==> src/rtl/show_corrode_pkg.sv <==
// Shared constants and types for the eroded-bitmap read-side scanner.
package show_corrode_pkg;
    localparam int IMG_W      = 128;
    localparam int IMG_H      = 64;
    localparam int ADDR_W     = 13;
    localparam int PIPE_DEPTH = 3;

    typedef logic [23:0] rgb_t;

    typedef struct packed {
        logic vs;
        logic hs;
        logic de;
        rgb_t rgb;
    } vbus_t;
endpackage

==> src/rtl/show_corrode_reader_video_delay_line.sv <==
// Fixed-depth delay for the video bus; clears to an all-zero (blank) bus on reset.
module video_delay_line
    import show_corrode_pkg::*;
#(
    parameter int N = PIPE_DEPTH
) (
    input  logic  clk,
    input  logic  rst_n,
    input  vbus_t bus_i,
    output vbus_t bus_o
);
    vbus_t [N:1] pipe_q;

    always_ff @(posedge clk or negedge rst_n) begin
        if (!rst_n) begin
            pipe_q <= '0;
        end else begin
            pipe_q[1] <= bus_i;
            for (int i = 2; i <= N; i++) pipe_q[i] <= pipe_q[i-1];
        end
    end

    assign bus_o = pipe_q[N];
endmodule

==> src/rtl/show_corrode_reader.sv <==
// Scans the video timing, reads the eroded bitmap inside a fixed window and recolours it.
// Optional 1-pixel FG border around the window: define SHOW_CORRODE_BORDER_EN.
module show_corrode_reader
    import show_corrode_pkg::*;
#(
    parameter int          IMG_W      = show_corrode_pkg::IMG_W,
    parameter int          IMG_H      = show_corrode_pkg::IMG_H,
    parameter int          SCALE_LOG2 = 1,
    parameter int          WIN_X      = 100,
    parameter int          WIN_Y      = 100,
    parameter logic [23:0] FG_RGB     = 24'hFFFFFF,
    parameter logic [23:0] BG_RGB     = 24'h000000,
    parameter logic        VS_POL     = 1'b1
) (
    input  logic              clk,
    input  logic              rst_n,
    input  logic              in_vs,
    input  logic              in_hs,
    input  logic              in_de,
    input  logic [23:0]       in_rgb,
    input  logic              overlay_en,
    output logic [ADDR_W-1:0] ram_adb,
    output logic              ram_ceb,
    output logic              ram_oce,
    output logic              ram_resetb,
    input  logic              ram_dout,
    output logic              out_vs,
    output logic              out_hs,
    output logic              out_de,
    output logic [23:0]       out_rgb
);
    localparam logic [11:0] WIN_WPX = 12'(IMG_W << SCALE_LOG2);
    localparam logic [10:0] WIN_HPX = 11'(IMG_H << SCALE_LOG2);

    logic [11:0]       x_cnt_q, x_cnt_d, dx;
    logic [10:0]       y_cnt_q, y_cnt_d, dy;
    logic              de_q, vs_act_q, frame_ok_q, ovl_act_q;
    logic              vs_act, vs_lead, in_win, in_bdr, dout_q;
    logic [ADDR_W-1:0] rd_addr, ram_adb_q;
    logic              ram_ceb_q;
    logic [PIPE_DEPTH:1] win_pipe_q, bdr_pipe_q;
    vbus_t             vin, vdly;

    assign vs_act  = (in_vs == VS_POL);
    assign vs_lead = vs_act & ~vs_act_q;

    always_comb begin
        x_cnt_d = in_de ? x_cnt_q + 12'd1 : 12'd0;
        y_cnt_d = y_cnt_q;
        if (vs_lead)
            y_cnt_d = '0;
        else if (de_q && !in_de && y_cnt_q != '1)
            y_cnt_d = y_cnt_q + 11'd1;
    end

    // Unsigned offsets: positions left of / above the window wrap large and fail the compare.
    assign dx      = x_cnt_q - 12'(WIN_X);
    assign dy      = y_cnt_q - 11'(WIN_Y);
    assign in_win  = in_de & frame_ok_q & ovl_act_q & (dx < WIN_WPX) & (dy < WIN_HPX);
    assign rd_addr = ADDR_W'(int'(dy >> SCALE_LOG2) * IMG_W + int'(dx >> SCALE_LOG2));

`ifdef SHOW_CORRODE_BORDER_EN
    logic [11:0] ex;
    logic [10:0] ey;
    assign ex     = x_cnt_q - 12'(WIN_X - 1);
    assign ey     = y_cnt_q - 11'(WIN_Y - 1);
    assign in_bdr = in_de & frame_ok_q & ovl_act_q
                  & (ex <= WIN_WPX + 12'd1) & (ey <= WIN_HPX + 11'd1)
                  & ((ex == 12'd0) | (ex == WIN_WPX + 12'd1)
                  |  (ey == 11'd0) | (ey == WIN_HPX + 11'd1));
`else
    assign in_bdr = 1'b0;
`endif

    always_ff @(posedge clk or negedge rst_n) begin
        if (!rst_n) begin
            x_cnt_q    <= '0;
            y_cnt_q    <= '0;
            de_q       <= 1'b0;
            vs_act_q   <= 1'b0;
            frame_ok_q <= 1'b0;
            ovl_act_q  <= 1'b0;
            ram_adb_q  <= '0;
            ram_ceb_q  <= 1'b0;
            win_pipe_q <= '0;
            bdr_pipe_q <= '0;
            dout_q     <= 1'b0;
        end else begin
            x_cnt_q  <= x_cnt_d;
            y_cnt_q  <= y_cnt_d;
            de_q     <= in_de;
            vs_act_q <= vs_act;
            if (vs_lead) begin
                frame_ok_q <= 1'b1;
                ovl_act_q  <= overlay_en;
            end
            ram_ceb_q <= in_win;
            // Address is held outside the window so the RAM bus stays quiet.
            if (in_win) ram_adb_q <= rd_addr;
            win_pipe_q <= {win_pipe_q[PIPE_DEPTH-1:1], in_win};
            bdr_pipe_q <= {bdr_pipe_q[PIPE_DEPTH-1:1], in_bdr};
            dout_q     <= ram_dout;
        end
    end

    assign vin = '{vs: in_vs, hs: in_hs, de: in_de, rgb: in_rgb};

    video_delay_line #(.N(PIPE_DEPTH)) u_dly (
        .clk   (clk),
        .rst_n (rst_n),
        .bus_i (vin),
        .bus_o (vdly)
    );

    assign ram_adb    = ram_adb_q;
    assign ram_ceb    = ram_ceb_q;
    assign ram_oce    = 1'b1;
    assign ram_resetb = 1'b0;

    assign out_vs  = vdly.vs;
    assign out_hs  = vdly.hs;
    assign out_de  = vdly.de;
    assign out_rgb = bdr_pipe_q[PIPE_DEPTH] ? FG_RGB :
                     win_pipe_q[PIPE_DEPTH] ? (dout_q ? FG_RGB : BG_RGB) : vdly.rgb;
endmodule

==> config.mk <==
export PLATFORM = sky130hd
export DESIGN_NAME = show_corrode_reader
export DESIGN_NICKNAME = d
export VERILOG_FILES = /design/src/rtl/show_corrode_pkg.sv /design/src/rtl/show_corrode_reader_video_delay_line.sv /design/src/rtl/show_corrode_reader.sv
export SDC_FILE = /design/constraint.sdc
export NUM_CORES = 1
export LEC_CHECK = 0
export BUFFER_PORTS_ARGS = -buffer_cell sky130_fd_sc_hd__buf_2
export CORE_ASPECT_RATIO = 0.5
export CORE_MARGIN = 5
export CORE_UTILIZATION = 45
export CTS_CLUSTER_SIZE = 30
export DETAILED_ROUTE_END_ITERATION = 12
export HOLD_SLACK_MARGIN = 0.06
export PLACE_DENSITY = 0.66
export SYNTH_ARGS = -nofsm -noshare
export SYNTH_HDL_FRONTEND = slang
export SYNTH_SLANG_ARGS = --single-unit
==> constraint.sdc <==
create_clock -name clk -period 5.54 [get_ports clk]
set_input_delay 0.554 -clock clk [delete_from_list [all_inputs] [get_ports clk]]
set_output_delay 0.554 -clock clk [all_outputs]
set_load 0.05 [all_outputs]
==> impl_metrics.tcl, run 1 <==
set metrics [dict create \
    skew_ns 0.00917 \
    yosys_warnings 0 \
    rows 25 \
    die-area_sq_um 12300 \
    hpwl_um 5250 \
    vdd_ir_drop_max_mv 0.225 \
    clkTransAtPathRegs_ns 0.05 \
    cpPeakStageDelay_ns 0.75 \
    cts_hold_buf 0 \
    antenna_found_initial 0 \
    overflow 0 \
    clock_path_buffers 2 \
    synth_nets 396 \
    power_leakage_nw 2.77 \
    drive_gt1_frac 0.256 \
    drt_iter0_drc 210 \
    drtAntennaViolNets 0 \
    synth_top_area_share 0.680 \
    ys.flop_type "dfrtp_1" \
    cts_root_buffer "clkbuf_16" \
    grt_pass1_vias 2603 \
    grt_usage 0.143 \
    post_cts_buffers 0 \
    diodes 0 \
    drc 0 \
    syn-cell-area_sq_um 4530 \
    fmax_ghz 0.356 \
    p_per_area_nw_per_um2 406 \
    htree_levels 4 \
    die_height_um 80.9 \
    run_status "finished, final reports clean" \
    io_pins 74 \
    criticalPathCategory "register to output pin" \
    synthTopCellsByArea "dfrtp_1 (68%), o21ai_0 (3.9%), xor2_1 (3.5%), ha_1 (2.8%), inv_1 (2.7%)" \
    utilization 0.584 \
    areaGrowthSynthToFinish_pct 24.1 \
    place_congestion 0.799 \
    avgSynthCellArea_sq_um 12.8 \
    synth.most_common_cell "dfrtp_1" \
    via_per_inst 4.61 \
    coreArea_sq_um 9630 \
    instances_no_fill 577 \
    post-place-cells 546 \
    syn-instance-count 354 \
    arrival_ns 2.26 \
    reg2reg_slack_ns 2.75 \
    cts_tree "yes" \
    crit_buf_inv 1 \
    synth_cell_types 44 \
    hold_class "primary input to register" \
    slew_headroom 0.368 \
    synth_top_area_cell "dfrtp_1" \
    ys_ff_latch 123 \
    crit_family "flip-flops" \
    dr.pass1.iters 6 \
    vias 2659 \
    cts_buffers 17 \
    num-fill-cells 811 \
    final_nets 472 \
    finalSetupTns_ns 0 \
    crit_chain "nand2_1, o21ai_0, buf_2" \
    critPathMaxFanout 25 \
    async_flop_share 1.00 \
    chipWidth_um 152 \
    port_buffers 71 \
    rsz0062_at_grt "no" \
    ys_top_cells_by_count "dfrtp_1 (123), o21ai_0 (35), inv_1 (33)" \
    final-max-slew-violation-count 0 \
    critPathLaunchType "register" \
    grt_start_max_net_pins 78 \
    clock_sinks 123 \
    synth-edff-count 0 \
    final.min_clock_period_ns 2.81 \
    wire_per_inst_um 13.8 \
    timing.final.crit_share 0.507 \
    cpMaxStageDelayCell "dfrtp_1" \
    grt_pass1_wl_um 13400 \
    endpoint_kind "output pin" \
    whs_ns 0.252 \
    cts_resized 0 \
    finalSetupViolCount 0 \
    worstMarginPinSlew_ns 0.948 \
    start_util 0.470 \
    seq_area_frac_synth 0.680 \
    insertion_delay_ns 0.41 \
    hold_viol_final 0 \
    required_ns 4.99 \
    maxCapViolations 0 \
    wl_um 7940 \
]
==> flip-flops by register name (all words and copies together), names as in the netlist <==
signal / count
x_cnt_q: 12
u_dly.bus_o: 27
win_pipe_q: 3
u_dly.pipe_q: 54
ovl_act_q: 1
dout_q: 1
ram_adb: 13
y_cnt_q: 11
frame_ok_q: 1
==> worst reg2reg max path, stage by stage (launching register included) <==
cell	delay, ns
dfrtp_1	0.48
inv_1	0.08
ha_1	0.22
nand2b_1	0.11
a31oi_1	0.11
xnor2_1	0.38
inv_1	0.09
ha_1	0.24
fa_1	0.41
a21o_1	0.18
a21oi_1	0.17
xnor2_1	0.12
o21ai_0	0.08
==> logic make-up after synthesis <==
kind of cell,after synthesis,synth area share
AO/OA/AOI/OAI,48,0.0613
XOR/XNOR,32,0.0635
adder cells (fa/ha/maj),11,0.0320
buffers and inverters,48,0.0472
flip-flops,123,0.680
multiplexers,7,0.0185
other,2,0.00166
AND/OR/NAND/NOR,83,0.0961
==> power breakdown <==
group	leakage, nW	switching [mW]	internal, mW	total [mW]
Combinational	0.941	0.0953	0.0409	0.136
Clock	0.312	0.376	0.818	1.19
Sequential	1.52	0.0165	0.937	0.953
Total	2.77	0.488	1.80	2.28
==> final timing paths <==
check                      cells after the start          endpoint        startpoint
min                                            1  u_dly.pipe_q[18]        in_rgb[18]
max                                            3        out_rgb[5]     win_pipe_q[3]
max in group asynchronous                      2  u_dly.pipe_q[29]             rst_n
max reg2reg                                   12       ram_adb[11]        x_cnt_q[2]
min reg2reg                                    0   u_dly.bus_o[13]  u_dly.pipe_q[40]
min in group asynchronous                      1        x_cnt_q[1]             rst_n
==> routing by layer <==
metal  up-vias  track usage  share of wire
li1       1299            -              -
met1      1304        0.184           0.46
met2        49        0.215           0.48
met3         7       0.0516          0.048
met4         0       0.0780          0.013
met5         -            0              0
==> cells in the final DEF (no fill, tap or decap), drive strengths merged, types with 2 or more instances in the layout <==
master	Yosys	routed
buf	7	72
nand4	5	5
clkinv	0	4
inv	33	33
xnor2	13	13
nand2	20	20
a21oi	3	3
mux2i	2	2
nor4	2	2
nand2b	2	2
bufinv	0	5
and2	2	2
conb	2	2
o21ai	35	35
nor2	26	26
a21o	2	2
dfrtp	123	123
a31oi	3	3
mux2	5	5
clkinvlp	0	2
xor2	19	19
nor3	6	6
o311a	2	2
ha	10	10
clkbuf	8	20
and3	5	5
nand3	6	6
nor2b	3	3
==> through the flow <==
step	worst slack [ns]	power (mW)	cell area [sq um]
after CTS	2.68	2.31	5620
after detailed placement	2.75	1.11	4970
after floorplan	3.01	1.05	4530
after global routing	2.45	2.38	5620
final	2.73	2.28	5620
after global placement	2.88	1.10	4970
==> area by class of cell <==
cell class	count	area (sq um)	area share
inverter	33	124	0.0220
tap	135	169	0.0300
sequential	123	3080	0.547
clock inverter	11	193	0.0343
timing repair buffer	72	365	0.0650
multi-input combinational	183	1240	0.220
clock buffer	20	457	0.0812
No activity file was read; power rests on OpenSTA's default activity.
==> inputs of run 2 (changes only) <==
clock period = 2.7 ns   (was 5.54 ns; I/O delays follow)
==> run 2 against run 1 <==
Total power grew 100%; worst hold slack lost 0.16 ns; worst setup slack lost 2.5 ns; critical endpoint is now ram_adb[11]; cell count grew 5.7%; cell area grew 5.4%; critical path depth grew 9; largest power group unchanged; clock skew shrank 0.0046 ns; non-clock buffer count grew 34; combinational power grew 140%; count of clock-buffer cells in the layout shrank 2.
==> impl_metrics.tcl, run 2 (synthesis results as in run 1) <==
set metrics [dict create \
    final.min_clock_period_ns 2.49 \
    register_area_sq_um 3080 \
    cts_buffers 17 \
    skew_ns 0.00453 \
    port_buffers 71 \
    hold_class "primary input to register" \
    num-fill-cells 745 \
    diodes 0 \
    final_common_cell "dfrtp_1" \
    rsz0062_at_grt "yes" \
    grt_usage 0.147 \
    die_height_um 80.9 \
    coreArea_sq_um 9630 \
    power.total_mw 4.58 \
    grt_start_max_net_pins 124 \
    dr.pass1.iters 4 \
    comb_power_share 0.070 \
    final_nets 506 \
    power_leakage_nw 2.89 \
    wl_um 8110 \
    vias 2775 \
    run_status "finished, final reports clean" \
    p_sw_frac 0.220 \
    drc 0 \
    p_switching_mw 1.01 \
    slew_headroom 0.538 \
    fmax_ghz 0.402 \
    insertion_delay_ns 0.40 \
    hold_viol_final 0 \
    hpwl_um 5090 \
    arrival_ns 2.76 \
    internal-power_mw 3.57 \
    rows 25 \
    clock_path_buffers 2 \
    cts_tree "yes" \
    required_ns 2.97 \
    drtAntennaViolNets 0 \
    place_congestion 0.808 \
    grt_pass1_vias 2859 \
    largest_register_ffs 54 \
    vdd_ir_drop_max_mv 0.381 \
    endpoint_kind "register" \
    regMostFlops "u_dly.pipe_q" \
    p_clk_frac 0.502 \
    antenna_found_initial 0 \
    via_per_inst 4.55 \
    timing.final.crit_share 0.922 \
    critPathMaxFanout 7 \
    areaGrowthSynthToFinish_pct 30.9 \
    maxCapViolations 0 \
    drt_iter0_drc 145 \
    grt_pass1_wl_um 14000 \
    start_util 0.470 \
    worstMarginPinSlew_ns 0.693 \
    cts_root_buffer "clkbuf_16" \
    layout_common_cells "dfrtp_1 (120), buf_2 (70), o21ai_0 (35)" \
    htree_levels 4 \
    p_per_area_nw_per_um2 772 \
    io_pins 74 \
    critPathLaunchType "register" \
    finalSetupViolCount 0 \
    whs_ns 0.0921 \
    seqPwrFrac 0.427 \
    clock_sinks 123 \
    overflow 0 \
    die-area_sq_um 12300 \
    chipWidth_um 152 \
    criticalPathCategory "register to register" \
    wire_per_inst_um 13.3 \
    multi_input_area_sq_um 1240 \
    drive_gt1_frac 0.257 \
    final-max-slew-violation-count 0 \
    clkTransAtPathRegs_ns 0.05 \
]
-- run 2: worst max-delay path, cell delays in order (launching register included) --
cell and delay [ns]:
dfrtp_2 0.45, inv_1 0.07, ha_1 0.18, nand2b_1 0.09, a31oi_1 0.20, xnor2_1 0.16, inv_1 0.06, ha_1 0.22
fa_2 0.37, a21o_1 0.16, a21oi_1 0.17, xnor2_1 0.13, o21ai_0 0.09
-- run 2: worst paths after layout --
kind,slack (ns),endpoint,cells past startpoint,start
min in group asynchronous,0.49,x_cnt_q[5],3,rst_n
max in group asynchronous,1.75,u_dly.bus_o[3],3,rst_n
min reg2reg,0.35,u_dly.bus_o[21],0,u_dly.pipe_q[48]
max reg2reg,0.21,ram_adb[11],12,x_cnt_q[2]
min,0.09,ovl_act_q,2,overlay_en
max,0.21,ram_adb[11],12,x_cnt_q[2]
-- run 2: stage by stage --
| step | util | setup slack, ns | area (sq um) | setup TNS, ns | cells |
|---|---|---|---|---|---|
| 2_1_floorplan | - | 0.166 | 4530 | 0 | 354 |
| 3_3_place_gp | 0.521 | 0.214 | 5020 | 0 | 550 |
| 3_5_place_dp | 0.521 | 0.121 | 5020 | 0 | 550 |
| 4_1_cts | 0.614 | 0.113 | 5910 | 0 | 609 |
| 5_1_grt | 0.615 | -0.00832 | 5930 | -0.0160 | 610 |
| 6_report | 0.615 | 0.212 | 5930 | 0 | 610 |
-- run 2: cell type report --
type,count,share of cell area
multi-input combinational,183,0.210
tap,135,0.0285
clock buffer,18,0.0724
timing repair buffer,106,0.119
clock inverter,12,0.0296
inverter,33,0.0209
sequential,123,0.520
-- run 2: power by group through the flow --
stage	combinational [mW]	sequential, mW	clock, mW
floorplan	0.176	1.98	0
global placement	0.287	1.98	0
detailed placement	0.291	1.99	0
CTS	0.326	1.96	2.35
global route	0.362	1.96	2.43
finish	0.321	1.96	2.30
-- run 2: per-layer routing --
metal	GRT usage	wire length [um]	vias up	part of all wire
li1	-	-	1362	-
met1	0.176	3680	1339	0.45
met3	0.0490	339	19	0.042
met5	0	0	-	0
met2	0.242	3900	55	0.48
met4	0.0789	183	0	0.023
-- run 2: timing repair --
item / in CTS / in global routing
buffers inserted: 0 / 1
setup endpoints to repair: 0 / 18
endpoints found under the hold margin: 151 / 0
gates resized for setup: 0 / 5
hold buffers: 29 / 0
